$ cat src/rtl/control_fsm_mc.sv
// ============================================================================
// control_fsm_mc : multicycle main control FSM for the OCII datapath, with
//                  stall, handshaked multiply and sticky multiply timeout.
// Revision 1.0 - initial release
// ============================================================================
`default_nettype none

module control_fsm_mc #(
  parameter int OP_W      = 4,
  parameter int OP_JUMP   = 11,
  parameter int OP_BRANCH = 12,
  parameter int OP_MUL    = 15,
  parameter int IMM_MAX   = 5,
  parameter int MUL_TMO   = 8
) (
  input  logic            CLK,
  input  logic            RST_N,
  input  logic [OP_W-1:0] CodOP,
  input  logic            InstrValid,
  input  logic            Stall,
  input  logic            MulDone,
  output logic            EscLR,
  output logic            EscCP,
  output logic            EscCondCP,
  output logic            EscReg,
  output logic [1:0]      FonteCP,
  output logic [OP_W-1:0] ULA_OP,
  output logic            ULA_A,
  output logic [1:0]      ULA_B,
  output logic            MulStart,
  output logic            MulErr,
  output logic [2:0]      State
);

  localparam int CNT_W = $clog2(MUL_TMO);

  localparam logic [OP_W-1:0]  C_OP_JUMP   = OP_W'(OP_JUMP);
  localparam logic [OP_W-1:0]  C_OP_BRANCH = OP_W'(OP_BRANCH);
  localparam logic [OP_W-1:0]  C_OP_MUL    = OP_W'(OP_MUL);
  localparam logic [OP_W-1:0]  C_IMM_MAX   = OP_W'(IMM_MAX);
  localparam logic [CNT_W-1:0] C_TMO_LAST  = CNT_W'(MUL_TMO - 1);

  typedef enum logic [2:0] {
    S_FETCH  = 3'd0,
    S_DECODE = 3'd1,
    S_EXEC   = 3'd2,
    S_PCINC  = 3'd3,
    S_JUMP   = 3'd4,
    S_BRANCH = 3'd5,
    S_MUL    = 3'd6,
    S_MULWB  = 3'd7
  } state_t;

  state_t           state_q, state_d;
  logic [OP_W-1:0]  op_q, op_d;
  logic [CNT_W-1:0] cnt_q, cnt_d;
  logic             err_q, err_d;

  always_ff @(posedge CLK or negedge RST_N) begin
    if (!RST_N) begin
      state_q <= S_FETCH;
      op_q    <= '0;
      cnt_q   <= '0;
      err_q   <= 1'b0;
    end else begin
      state_q <= state_d;
      op_q    <= op_d;
      cnt_q   <= cnt_d;
      err_q   <= err_d;
    end
  end

  always_comb begin
    state_d = state_q;
    op_d    = op_q;
    cnt_d   = cnt_q;
    err_d   = err_q;
    if (!Stall) begin
      case (state_q)
        S_FETCH: begin
          if (InstrValid) begin
            op_d    = CodOP;
            state_d = S_DECODE;
          end
        end
        S_DECODE: begin
          // counter is cleared here so every MUL entry starts at zero
          cnt_d = '0;
          if (op_q == C_OP_JUMP)        state_d = S_JUMP;
          else if (op_q == C_OP_BRANCH) state_d = S_BRANCH;
          else if (op_q == C_OP_MUL)    state_d = S_MUL;
          else                          state_d = S_EXEC;
        end
        S_EXEC:   state_d = S_PCINC;
        S_PCINC:  state_d = S_FETCH;
        S_JUMP:   state_d = S_FETCH;
        S_BRANCH: state_d = S_FETCH;
        S_MUL: begin
          // a late MulDone still wins over the timeout in the same cycle
          if (MulDone) begin
            state_d = S_MULWB;
          end else if (cnt_q == C_TMO_LAST) begin
            err_d   = 1'b1;
            state_d = S_PCINC;
          end else begin
            cnt_d = cnt_q + CNT_W'(1);
          end
        end
        S_MULWB:  state_d = S_PCINC;
        default:  state_d = S_FETCH;
      endcase
    end
  end

  always_comb begin
    EscLR     = 1'b0;
    EscCP     = 1'b0;
    EscCondCP = 1'b0;
    EscReg    = 1'b0;
    FonteCP   = 2'b00;
    ULA_OP    = '0;
    ULA_A     = 1'b0;
    ULA_B     = 2'b00;
    MulStart  = 1'b0;
    case (state_q)
      S_FETCH:  EscLR = 1'b1;
      S_DECODE: ULA_OP = op_q;
      S_EXEC: begin
        EscReg = 1'b1;
        ULA_A  = 1'b1;
        ULA_OP = op_q;
        ULA_B  = (op_q <= C_IMM_MAX) ? 2'b10 : 2'b01;
      end
      S_PCINC:  EscCP = 1'b1;
      S_JUMP: begin
        EscCP   = 1'b1;
        FonteCP = 2'b10;
      end
      S_BRANCH: begin
        EscCondCP = 1'b1;
        ULA_A     = 1'b1;
        ULA_B     = 2'b10;
        FonteCP   = 2'b01;
        ULA_OP    = op_q;
      end
      S_MUL: begin
        ULA_A    = 1'b1;
        ULA_B    = 2'b10;
        ULA_OP   = op_q;
        MulStart = (cnt_q == '0);
      end
      S_MULWB: begin
        EscReg = 1'b1;
        ULA_A  = 1'b1;
        ULA_B  = 2'b10;
        ULA_OP = op_q;
      end
      default: EscLR = 1'b1;
    endcase
    // a stall freezes side effects but leaves the datapath selects untouched
    if (Stall) begin
      EscLR     = 1'b0;
      EscCP     = 1'b0;
      EscCondCP = 1'b0;
      EscReg    = 1'b0;
      MulStart  = 1'b0;
    end
  end

  assign MulErr = err_q;
  assign State  = state_q;

endmodule

`default_nettype wire

$ cat config.mk
export PLATFORM = sky130hd
export DESIGN_NAME = control_fsm_mc
export DESIGN_NICKNAME = d
export VERILOG_FILES = /design/src/rtl/control_fsm_mc.sv
export SDC_FILE = /design/constraint.sdc
export NUM_CORES = 1
export LEC_CHECK = 0
export CORE_UTILIZATION = 47
export DETAILED_ROUTE_END_ITERATION = 8
export PLACE_DENSITY = 0.83
export SLEW_MARGIN = 20
export SYNTH_ARGS = -nofsm -noshare
export SYNTH_HDL_FRONTEND = slang
export SYNTH_SLANG_ARGS = --single-unit
$ cat constraint.sdc
create_clock -name CLK -period 2.39 [get_ports CLK]
set_clock_uncertainty 0.05 [all_clocks]
set_input_delay 0.478 -clock CLK [delete_from_list [all_inputs] [get_ports CLK]]
set_output_delay 0.478 -clock CLK [all_outputs]
set_load 0.02 [all_outputs]
==> summary.md, run 1 <==
| Metric | Value |
|---|---|
| Outcome | finished, final reports clean |
| Die width | 42.9 microns |
| Sequential area share after synthesis | 0.351 |
| Overall Global Routing Usage | 0.220 |
| Crit-path max FO | 8 |
| Cts hold-fix bufs | 0 |
| Worst-Skew Late Latency | 260 ps |
| Ys Warns | 0 |
| Peak VDD IR | between 0.6 and 0.7 mV |
| DR iter-0 viols | 18 |
| Slew Viols, Final | 0 |
| Total die area | 0.00184 sq mm |
| Setup TNS | 0 ps |
| Clk buf depth | 2 |
| Layout area overhead | 44.7% |
| Die H | 42.9 microns |
| Final worst slack | 95.6 ps |
| Routed len/inst | 13.4 microns |
| Aggregate routed wire length | 1740 microns |
| Detailed Place HPWL | between 1000 and 1500 microns |
| First-pass GRT wire length | 3080 microns |
| Fmax | 0.436 GHz |
| Largest net degree at the start of global routing | 12 |
| ANT nets after route | 0 |
| WS Path Type | reg2out |
| Endpoints failing hold | 0 |
| Worst EP arrival | roughly 1800 ps |
| Crit start category | flip-flop |
| Synth Register Bits | 11 |
| First drt pass iteration count | 5 |
| CP required | approximately 1900 ps |
| Cell variety after synth | 34 |
| RSZ-0062 raised after global routing | false |
| Gpl congestion | 0.779 |
| Core box area | 0.00152 sq mm |
| Overall Power | 1.23 mW |
| Vias in the first global route | 703 |
| Final #Nets | roughly 130 |
| Setup violators final | 0 |
| Leakage | between 0.6 and 0.7 nW |
| Gate Count Post-Synth | 78 |
| Initial core utilization | 0.515 |
| Slew Limit Headroom | 0.666 |
| Avg Vias per Cell | 5.45 |
| Post-Place Cells | 124 |
| Fin cells | 130 |
| Actual slew at the worst max-slew pin | 499 ps |
| Row count | 14 |
| Boundary pin count | 27 |
| HP Class | reg2reg |
| CTS buffer count | 3 |
| Syn Nets | 90 |
| Number of H-tree levels | 1 |
| PwrDens | 1080 mW/mm^2 |
| GRT overflow | 0 |
| Fin crit share | 0.960 |
| Clk sinks | 11 |
| DRC viols | 0 |
| Antenna Cells | 0 |
| Initial antenna violation count | 0 |
| CTS tree | built |
| # port buffers | 26 |
| Proportion of layout cells with a drive suffix above 1 | 0.193 |
| Syn Area/Cell | 10.1 sq um |
| Clock transition at the registers of the reported paths | about 70 ps |
| Via count | 709 |
| Worst Setup End Kind | output port |
| Max Cap Violations | 0 |
| Post-place setup slack | -164 ps |
| Cell Area, Synth | slightly below 800 sq um |
| Min cycle time layout | 2290 ps |
| CTS Root Cell | clkbuf_4 |
==> layout make-up <==
| class | instances | area (sq um) |
|---|---|---|
| multi-input combinational | 59 | 470 |
| fill | 118 | 389 |
| timing repair buffer | 35 | 323 |
| sequential | 11 | 277 |
| clock buffer | 4 | 26.3 |
| tap | 16 | 20.0 |
| inverter | 5 | 18.8 |
==> kinds of logic (layout without fill, tap and decap cells) <==
group	after synthesis	in the layout	synth area share
AND/OR/NAND/NOR	35	35	0.319
AO/OA/AOI/OAI	13	13	0.107
flip-flops	11	11	0.351
buffers and inverters	8	44	0.0494
multiplexers	7	7	0.115
adder cells (fa/ha/maj)	3	3	0.0479
XOR/XNOR	1	1	0.0112
==> layer usage <==
layer	vias up	track usage	wire length, microns
met3	0	0.0298	116
met5	-	0	0
met1	335	0.270	753
met4	0	0.0688	0
met2	30	0.394	867
li1	344	-	-
==> power breakdown <==
group	total (mW)	switching (mW)	leakage (nW)	internal, mW
Combinational	0.765	0.375	0.446	0.390
Sequential	0.334	0.0876	0.140	0.246
Clock	0.128	0.0634	0.0150	0.0645
==> worst paths after layout <==
path                                from        to  slack [ps]  depth (start not counted)
worst min-delay path              MulErr    MulErr         420                          1
worst max register to register  State[1]   op_q[0]         750                          5
worst min register to register    MulErr    MulErr         420                          1
max in group asynchronous          RST_N  State[2]        1430                          1
worst max-delay path            State[0]  ULA_B[1]         100                          4
min in group asynchronous          RST_N  cnt_q[1]         500                          1
==> through the flow <==
| stage | instance area, sq um | util | hold WS, ps |
|---|---|---|---|
| after floorplan | 785 | - | 132 |
| after global placement | 1100 | 0.720 | 389 |
| after detailed placement | 1100 | 0.720 | 403 |
| after CTS | 1110 | 0.731 | 423 |
| after global routing | 1130 | 0.745 | 453 |
| final | 1130 | 0.745 | 423 |
==> cells in the mapped netlist, drive strengths merged <==
library cell  count  share of area
a21o              1         0.0096
a21oi             4          0.026
a222oi            1          0.013
a22oi             1         0.0096
and2              6          0.048
and3              1         0.0080
and3b             3          0.033
and4bb            2          0.037
buf               3          0.026
dfrtp            11           0.35
ha                3          0.048
inv               5          0.024
mux2              4          0.077
mux2i             3          0.038
nand2             8          0.051
nand2b            2          0.016
nor2              3          0.014
nor2b             2          0.016
nor3              2          0.013
nor3b             1         0.0096
nor4              1          0.027
nor4b             1          0.011
o21a              2          0.019
o21ai             3          0.019
o2bb2ai           1          0.011
or2b              1         0.0096
or3               1         0.0080
or4b              1          0.018
xnor2             1          0.011
==> state kept, by name, summed over array words and instances (netlist names) <==
signal,cells
op_q,4
MulErr,1
State,3
cnt_q,3
==> placed cells by master (no fill, tap or decap) <==
| master | Yosys | final |
|---|---|---|
| a22oi_1 | 1 | 1 |
| or3_1 | 1 | 1 |
| nor2_1 | 3 | 3 |
| xnor2_1 | 1 | 1 |
| nand2_2 | 1 | 1 |
| nor4b_1 | 1 | 1 |
| dlymetal6s2s_1 | 0 | 2 |
| dfrtp_2 | 0 | 1 |
| or2b_1 | 1 | 1 |
| nor2b_1 | 2 | 2 |
| and3_1 | 1 | 1 |
| and3b_1 | 3 | 3 |
| dfrtp_1 | 11 | 10 |
| dlygate4sd2_1 | 0 | 8 |
| nor4_4 | 1 | 1 |
| a21oi_1 | 4 | 4 |
| and2_1 | 6 | 6 |
| inv_1 | 5 | 5 |
| o21ai_1 | 1 | 1 |
| clkbuf_1 | 0 | 1 |
| a222oi_1 | 1 | 1 |
| o2bb2ai_1 | 1 | 1 |
| nor3b_1 | 1 | 1 |
| a21o_1 | 1 | 1 |
| or4b_4 | 1 | 1 |
| ha_1 | 3 | 3 |
| nor3_1 | 2 | 2 |
| and4bb_1 | 1 | 1 |
| mux2_4 | 4 | 4 |
| mux2i_1 | 3 | 3 |
| buf_4 | 2 | 9 |
| clkdlybuf4s50_1 | 0 | 16 |
| and4bb_4 | 1 | 1 |
| o21a_1 | 2 | 2 |
| nand2_4 | 1 | 1 |
| clkbuf_4 | 0 | 3 |
| nand2b_1 | 2 | 2 |
| nand2_1 | 6 | 6 |
| o21ai_0 | 2 | 2 |
==> repair_timing <==
item	CTS	global route
setup buffers	0	2
pin swaps	0	0
resized for setup	8	3
hold endpoints to repair	0	0
endpoints found under the setup margin	8	4
==> worst max-delay path, stage by stage, from the launching register on <==
cell	delay, ps
dfrtp_1	460
nand2b_1	230
nand2_1	100
o21a_1	110
clkdlybuf4s50_1	590
Power figures use the tool's default switching activity.
==> run 2, diff against run 1 <==
--- a/config.mk
+++ b/config.mk
@@ -5,8 +5,10 @@
 export SDC_FILE = /design/constraint.sdc
 export NUM_CORES = 1
 export LEC_CHECK = 0
+export CORE_MARGIN = 5
 export CORE_UTILIZATION = 47
 export DETAILED_ROUTE_END_ITERATION = 8
+export GPL_TIMING_DRIVEN = 0
 export PLACE_DENSITY = 0.83
 export SLEW_MARGIN = 20
 export SYNTH_ARGS = -nofsm -noshare
==> summary.md, run 2 (same netlist as run 1, synthesis figures left out) <==
| Metric | Value |
|---|---|
| Crit start category | flip-flop |
| Post-route design area | 0.00109 sq mm |
| Clock transition at the registers of the reported paths | 70 ps |
| Leakage | 0.579 nW |
| Switch Pwr | 0.530 mW |
| Internal | 0.675 mW |
| Multi-input logic area | 474 sq um |
| Fin crit share | 0.949 |
| Endpoints failing hold | 0 |
| Hold WS | 408 ps |
| Post-place setup slack | -332 ps |
| Final worst slack | ~120 ps |
| Slew Viols, Final | 0 |
| Worst path slowest cell | clkdlybuf4s50_1 |
| Initial core utilization | 0.509 |
| Die H | 50.9 microns |
| Crit path largest cell delay | 670 ps |
| First-pass GRT wire length | 3080 microns |
| Commonest cells after routing, fill and taps aside | clkdlybuf4s50_1, dlygate4sd2_1, dfrtp_1, and2_1, nand2_1 |
| Row count | 14 |
| Peak VDD IR | 0.524 mV |
| Top reg by flops | op_q |
| Worst-Skew Late Latency | 260 ps |
| Setup TNS | 0 ps |
| Crit path cell chain | nor4_4 > clkdlybuf4s50_1 |
| Worst Setup End Kind | output port |
| Actual slew at the worst max-slew pin | 490 ps |
| Outcome | finished, final reports clean |
| Core box area | about 0.0015 sq mm |
| # fillers | roughly 120 |
| Min cycle time layout | between 2000 and 2500 ps |
| Routed len/inst | 14.3 microns |
| DRC viols | 0 |
| Avg Vias per Cell | between 5 and 6 |
| Final #Nets | 121 |
| CTS Root Cell | clkbuf_4 |
| Sequential Power Share | 0.281 |
| Max Cap Violations | 0 |
| Slew Limit Headroom | 0.672 |
| Layout area overhead | 39.1% |
| Antenna Cells | 0 |
| Fmax | about 0.44 GHz |
| CTS tree | built |
| Via count | 659 |
| Metal2 WL | 908 microns |
| Gpl congestion | 0.817 |
| Clock network power share | 0.106 |
| # port buffers | 26 |
| HP Class | reg2reg |
| Clk sinks | 11 |
| CP required | 1860 ps |
| Crit-path max FO | 5 |
| PwrDens | ~1100 mW/mm^2 |
| Boundary pin count | 27 |
| Proportion of layout cells with a drive suffix above 1 | 0.167 |
| Final core utilization | 0.708 |
| Clk buf depth | 2 |
| RSZ-0062 raised after global routing | false |
| Most common cell after layout, fill and taps aside | clkdlybuf4s50_1 |
| Largest net degree at the start of global routing | 12 |
| GRT overflow | 0 |
| Overall Global Routing Usage | 0.151 |
| Switching portion of total power | 0.440 |
| Wl on met1 | 732 microns |
| Total die area | 0.00259 sq mm |
| DR iter-0 viols | 6 |
| Register area | approximately 280 sq um |
| Vias in the first global route | 685 |
| Initial antenna violation count | 0 |
| Placed Area | 0.00106 sq mm |
| CTS buffer count | 3 |
| Hold Crit Depth | 1 |
| WS Path Type | reg2out |
| Setup violators final | 0 |
| Aggregate routed wire length | 1770 microns |
| R2r worst-path depth | 4 |
| Detailed Place HPWL | 1390 microns |
| Max reg flops | 4 |
| Worst EP arrival | between 1500 and 2000 ps |
| Number of H-tree levels | 1 |
| Top sig layer | met4 |
| Met3 wire length | 124 microns |
| ANT nets after route | 0 |
| Die width | just over 50 microns |
| Comb pwr share | 0.614 |
| First drt pass iteration count | 4 |
## run 2: changes by cell type in the layout (fill, tap and decap cells not counted)
cell             delta
a21oi_1             -1
a21oi_2             +1
buf_4               -6
clkdlybuf4s50_1     -3
dfrtp_1             -1
dfrtp_2             +1
dlygate4sd2_1       +3
## run 2: path summary, 6_finish.rpt
check / end / startpoint / slack (ps)
setup / recovery: EscLR / State[1] / 120
hold / removal: MulErr / MulErr / 410
max in group asynchronous: State[2] / RST_N / 1440
setup reg to reg: State[0] / State[0] / 940
min in group asynchronous: cnt_q[0] / RST_N / 490
hold reg to reg: MulErr / MulErr / 410
## run 2: cell type report
type,count,area share
multi-input combinational,59,0.435
sequential,11,0.255
timing repair buffer,26,0.231
clock buffer,4,0.0241
buffer,3,0.0206
tap,16,0.0183
inverter,5,0.0172
## run 2: stage by stage
step                power (mW)  std cells
global placement          1.11        120
finish                    1.20        124
floorplan                0.815         78
global route              1.29        124
CTS                       1.21        124
detailed placement        1.12        120
## run 2: critical path, delay by kind of cell (launching register included)
family,cells,cell delay (ps)
AND/OR/NAND/NOR,1,360
buffers and inverters,1,670
flip-flops,1,450
## run 2: routing by layer
layer | global-route usage | up-vias
met2 | 0.248 | 17
li1 | - | 335
met5 | 0 | -
met4 | 0.0638 | 0
met1 | 0.189 | 305
met3 | 0.0349 | 2
## run 2: power groups by stage
stage | combinational (mW) | sequential [mW] | clock (mW)
after global placement | 0.771 | 0.336 | 0
after CTS | 0.739 | 0.339 | 0.134
after detailed placement | 0.784 | 0.340 | 0
final | 0.740 | 0.338 | 0.127
after global routing | 0.799 | 0.354 | 0.140
after floorplan | 0.475 | 0.341 | 0
## run 2: what timing repair did
| action | in CTS | in global routing |
|---|---|---|
| setup buffers | 0 | 0 |
| gates resized for setup | 14 | 3 |
| setup endpoints to repair | 11 | 6 |
| hold buffers | 0 | 0 |
==> run 3, diff against run 2 <==
--- a/config.mk
+++ b/config.mk
@@ -7,9 +7,10 @@
 export LEC_CHECK = 0
 export CORE_MARGIN = 5
 export CORE_UTILIZATION = 47
+export CTS_CLUSTER_SIZE = 24
 export DETAILED_ROUTE_END_ITERATION = 8
 export GPL_TIMING_DRIVEN = 0
-export PLACE_DENSITY = 0.83
+export PLACE_DENSITY = 0.84
 export SLEW_MARGIN = 20
 export SYNTH_ARGS = -nofsm -noshare
 export SYNTH_HDL_FRONTEND = slang
==> summary.md, run 3 (same netlist as run 1, synthesis figures left out) <==
| Metric | Value |
|---|---|
| Fin crit share | 0.954 |
| Top reg by flops | op_q |
| GRT overflow | 0 |
| Crit start category | flip-flop |
| Worst path slowest cell | clkdlybuf4s50_1 |
| Initial antenna violation count | 0 |
| Postcts setup bufs | 0 |
| Slew Viols, Final | 0 |
| Crit path largest cell delay | 670 ps |
| Fin cells | ~120 |
| WP buf/inv | 1 |
| Clock network power share | 0.104 |
| Row count | 14 |
| Final #Nets | 121 |
| Die H | 50.9 microns |
| Family with the most delay on the worst path | buffers and inverters |
| Routed len/inst | 14.0 microns |
| Leakage | a little over 0.6 nW |
| Cts hold-fix bufs | 0 |
| Min cycle time layout | 2280 ps |
| Placed Area | 0.00106 sq mm |
| Post-Place Cells | 120 |
| Crit-path max FO | 5 |
| Detailed Place HPWL | 1390 microns |
| Clk buf depth | 2 |
| Overall Global Routing Usage | 0.148 |
| CTS Root Cell | clkbuf_4 |
| Setup violators final | 0 |
| Number of H-tree levels | 1 |
| Proportion of layout cells with a drive suffix above 1 | 0.157 |
| Stages on the worst setup path | 2 |
| DR iter-0 viols | 14 |
| Worst Setup End Kind | output port |
| Actual slew at the worst max-slew pin | 496 ps |
| HP Class | reg2reg |
| # fillers | 133 |
| Hold Crit Depth | 1 |
| Internal | 0.676 mW |
| Clk sinks | 11 |
| Post-place setup slack | -353 ps |
| Vias in the first global route | around 670 |
| Gpl congestion | 0.780 |
| Most common cell after layout, fill and taps aside | clkdlybuf4s50_1 |
| Commonest cells after routing, fill and taps aside | clkdlybuf4s50_1, dfrtp_1, dlygate4sd2_1, and2_1, nand2_1 |
| WS Path Type | reg2out |
| ANT nets after route | 0 |
| Aggregate routed wire length | between 1500 and 2000 microns |
| Setup TNS | 0 ps |
| First-pass GRT wire length | between 3000 and 4000 microns |
| DRC viols | 0 |
| Avg Vias per Cell | around 5.6 |
| Multi-input logic area | approximately 470 sq um |
| Fmax | 0.439 GHz |
| Via count | 689 |
| CTS tree | built |
| Worst-Skew Late Latency | 260 ps |
| Layout area overhead | 39.9% |
| Max reg flops | 4 |
| Max Cap Violations | 0 |
| Register area | 277 sq um |
| Switch Pwr | 0.525 mW |
| Comb pwr share | 0.617 |
| Sequential Power Share | 0.279 |
| RSZ-0062 raised after global routing | false |
| Outcome | finished, final reports clean |
| PwrDens | 1090 mW/mm^2 |
| R2r worst-path depth | 5 |
| Slew Limit Headroom | 0.668 |
| Crit path cell chain | nor4_4 > clkdlybuf4s50_1 |
| Switching portion of total power | 0.437 |
| Final worst slack | 110 ps |
| Endpoints failing hold | 0 |
| Largest net degree at the start of global routing | 12 |
| Initial core utilization | 0.509 |
| Boundary pin count | 27 |
| CP required | 1860 ps |
| # port buffers | 26 |
| Core box area | 0.00154 sq mm |
| Worst EP arrival | 1750 ps |
| Clock transition at the registers of the reported paths | 70 ps |
| Total die area | 0.00259 sq mm |
| Antenna Cells | 0 |
| CTS buffer count | 3 |
| Die width | 50.9 microns |
| Peak VDD IR | 0.687 mV |
| First drt pass iteration count | 4 |
| Post-route design area | 0.00110 sq mm |
run 3: cell count changes in the layout (fill, tap and decap cells not counted), sizes merged:
cell	previous run	this run
dlymetal6s2s	2	4
dlygate4sd2	11	9
run 3: metrics by stage:
stage           util  power, mW  hold WS, ps
6_report       0.712       1.20          433
5_1_grt        0.712       1.28          460
4_1_cts        0.703       1.20          437
3_5_place_dp   0.691       1.12          422
3_3_place_gp   0.691       1.11          389
2_1_floorplan      -      0.815          132
run 3: layout make-up:
| cell class | count | area share |
|---|---|---|
| multi-input combinational | 59 | 0.432 |
| tap | 16 | 0.0182 |
| buffer | 3 | 0.0205 |
| sequential | 11 | 0.252 |
| clock buffer | 4 | 0.0239 |
| timing repair buffer | 26 | 0.236 |
| inverter | 5 | 0.0171 |
run 3: power by group through the flow:
stage / registers [mW] / logic [mW] / clock network [mW]
after floorplan: 0.341 / 0.475 / 0
after global placement: 0.335 / 0.771 / 0
after detailed placement: 0.335 / 0.782 / 0
after CTS: 0.334 / 0.741 / 0.129
after global routing: 0.348 / 0.799 / 0.137
final: 0.335 / 0.741 / 0.125
run 3: path summary, 6_finish.rpt:
check | start | slack, ps | end
setup / recovery | State[1] | 110 | EscLR
min in group asynchronous | RST_N | 500 | cnt_q[2]
setup reg to reg | cnt_q[0] | 960 | State[2]
hold reg to reg | MulErr | 430 | MulErr
hold / removal | MulErr | 430 | MulErr
max in group asynchronous | RST_N | 1430 | State[2]
run 3: repair_timing:
| item | 4_1_cts | 5_1_grt |
|---|---|---|
| endpoints found under the setup margin | 11 | 8 |
| hold endpoints to repair | 0 | 0 |
| cloned | 0 | 0 |
| gates resized for setup | 11 | 5 |
run 3: metal layers:
| layer | vias up | track usage | wire [microns] |
|---|---|---|---|
| met5 | - | 0 | 0 |
| met4 | 0 | 0.0511 | 8 |
| met3 | 2 | 0.0174 | 97 |
| met2 | 21 | 0.242 | 843 |
| met1 | 329 | 0.201 | 781 |
| li1 | 337 | - | - |
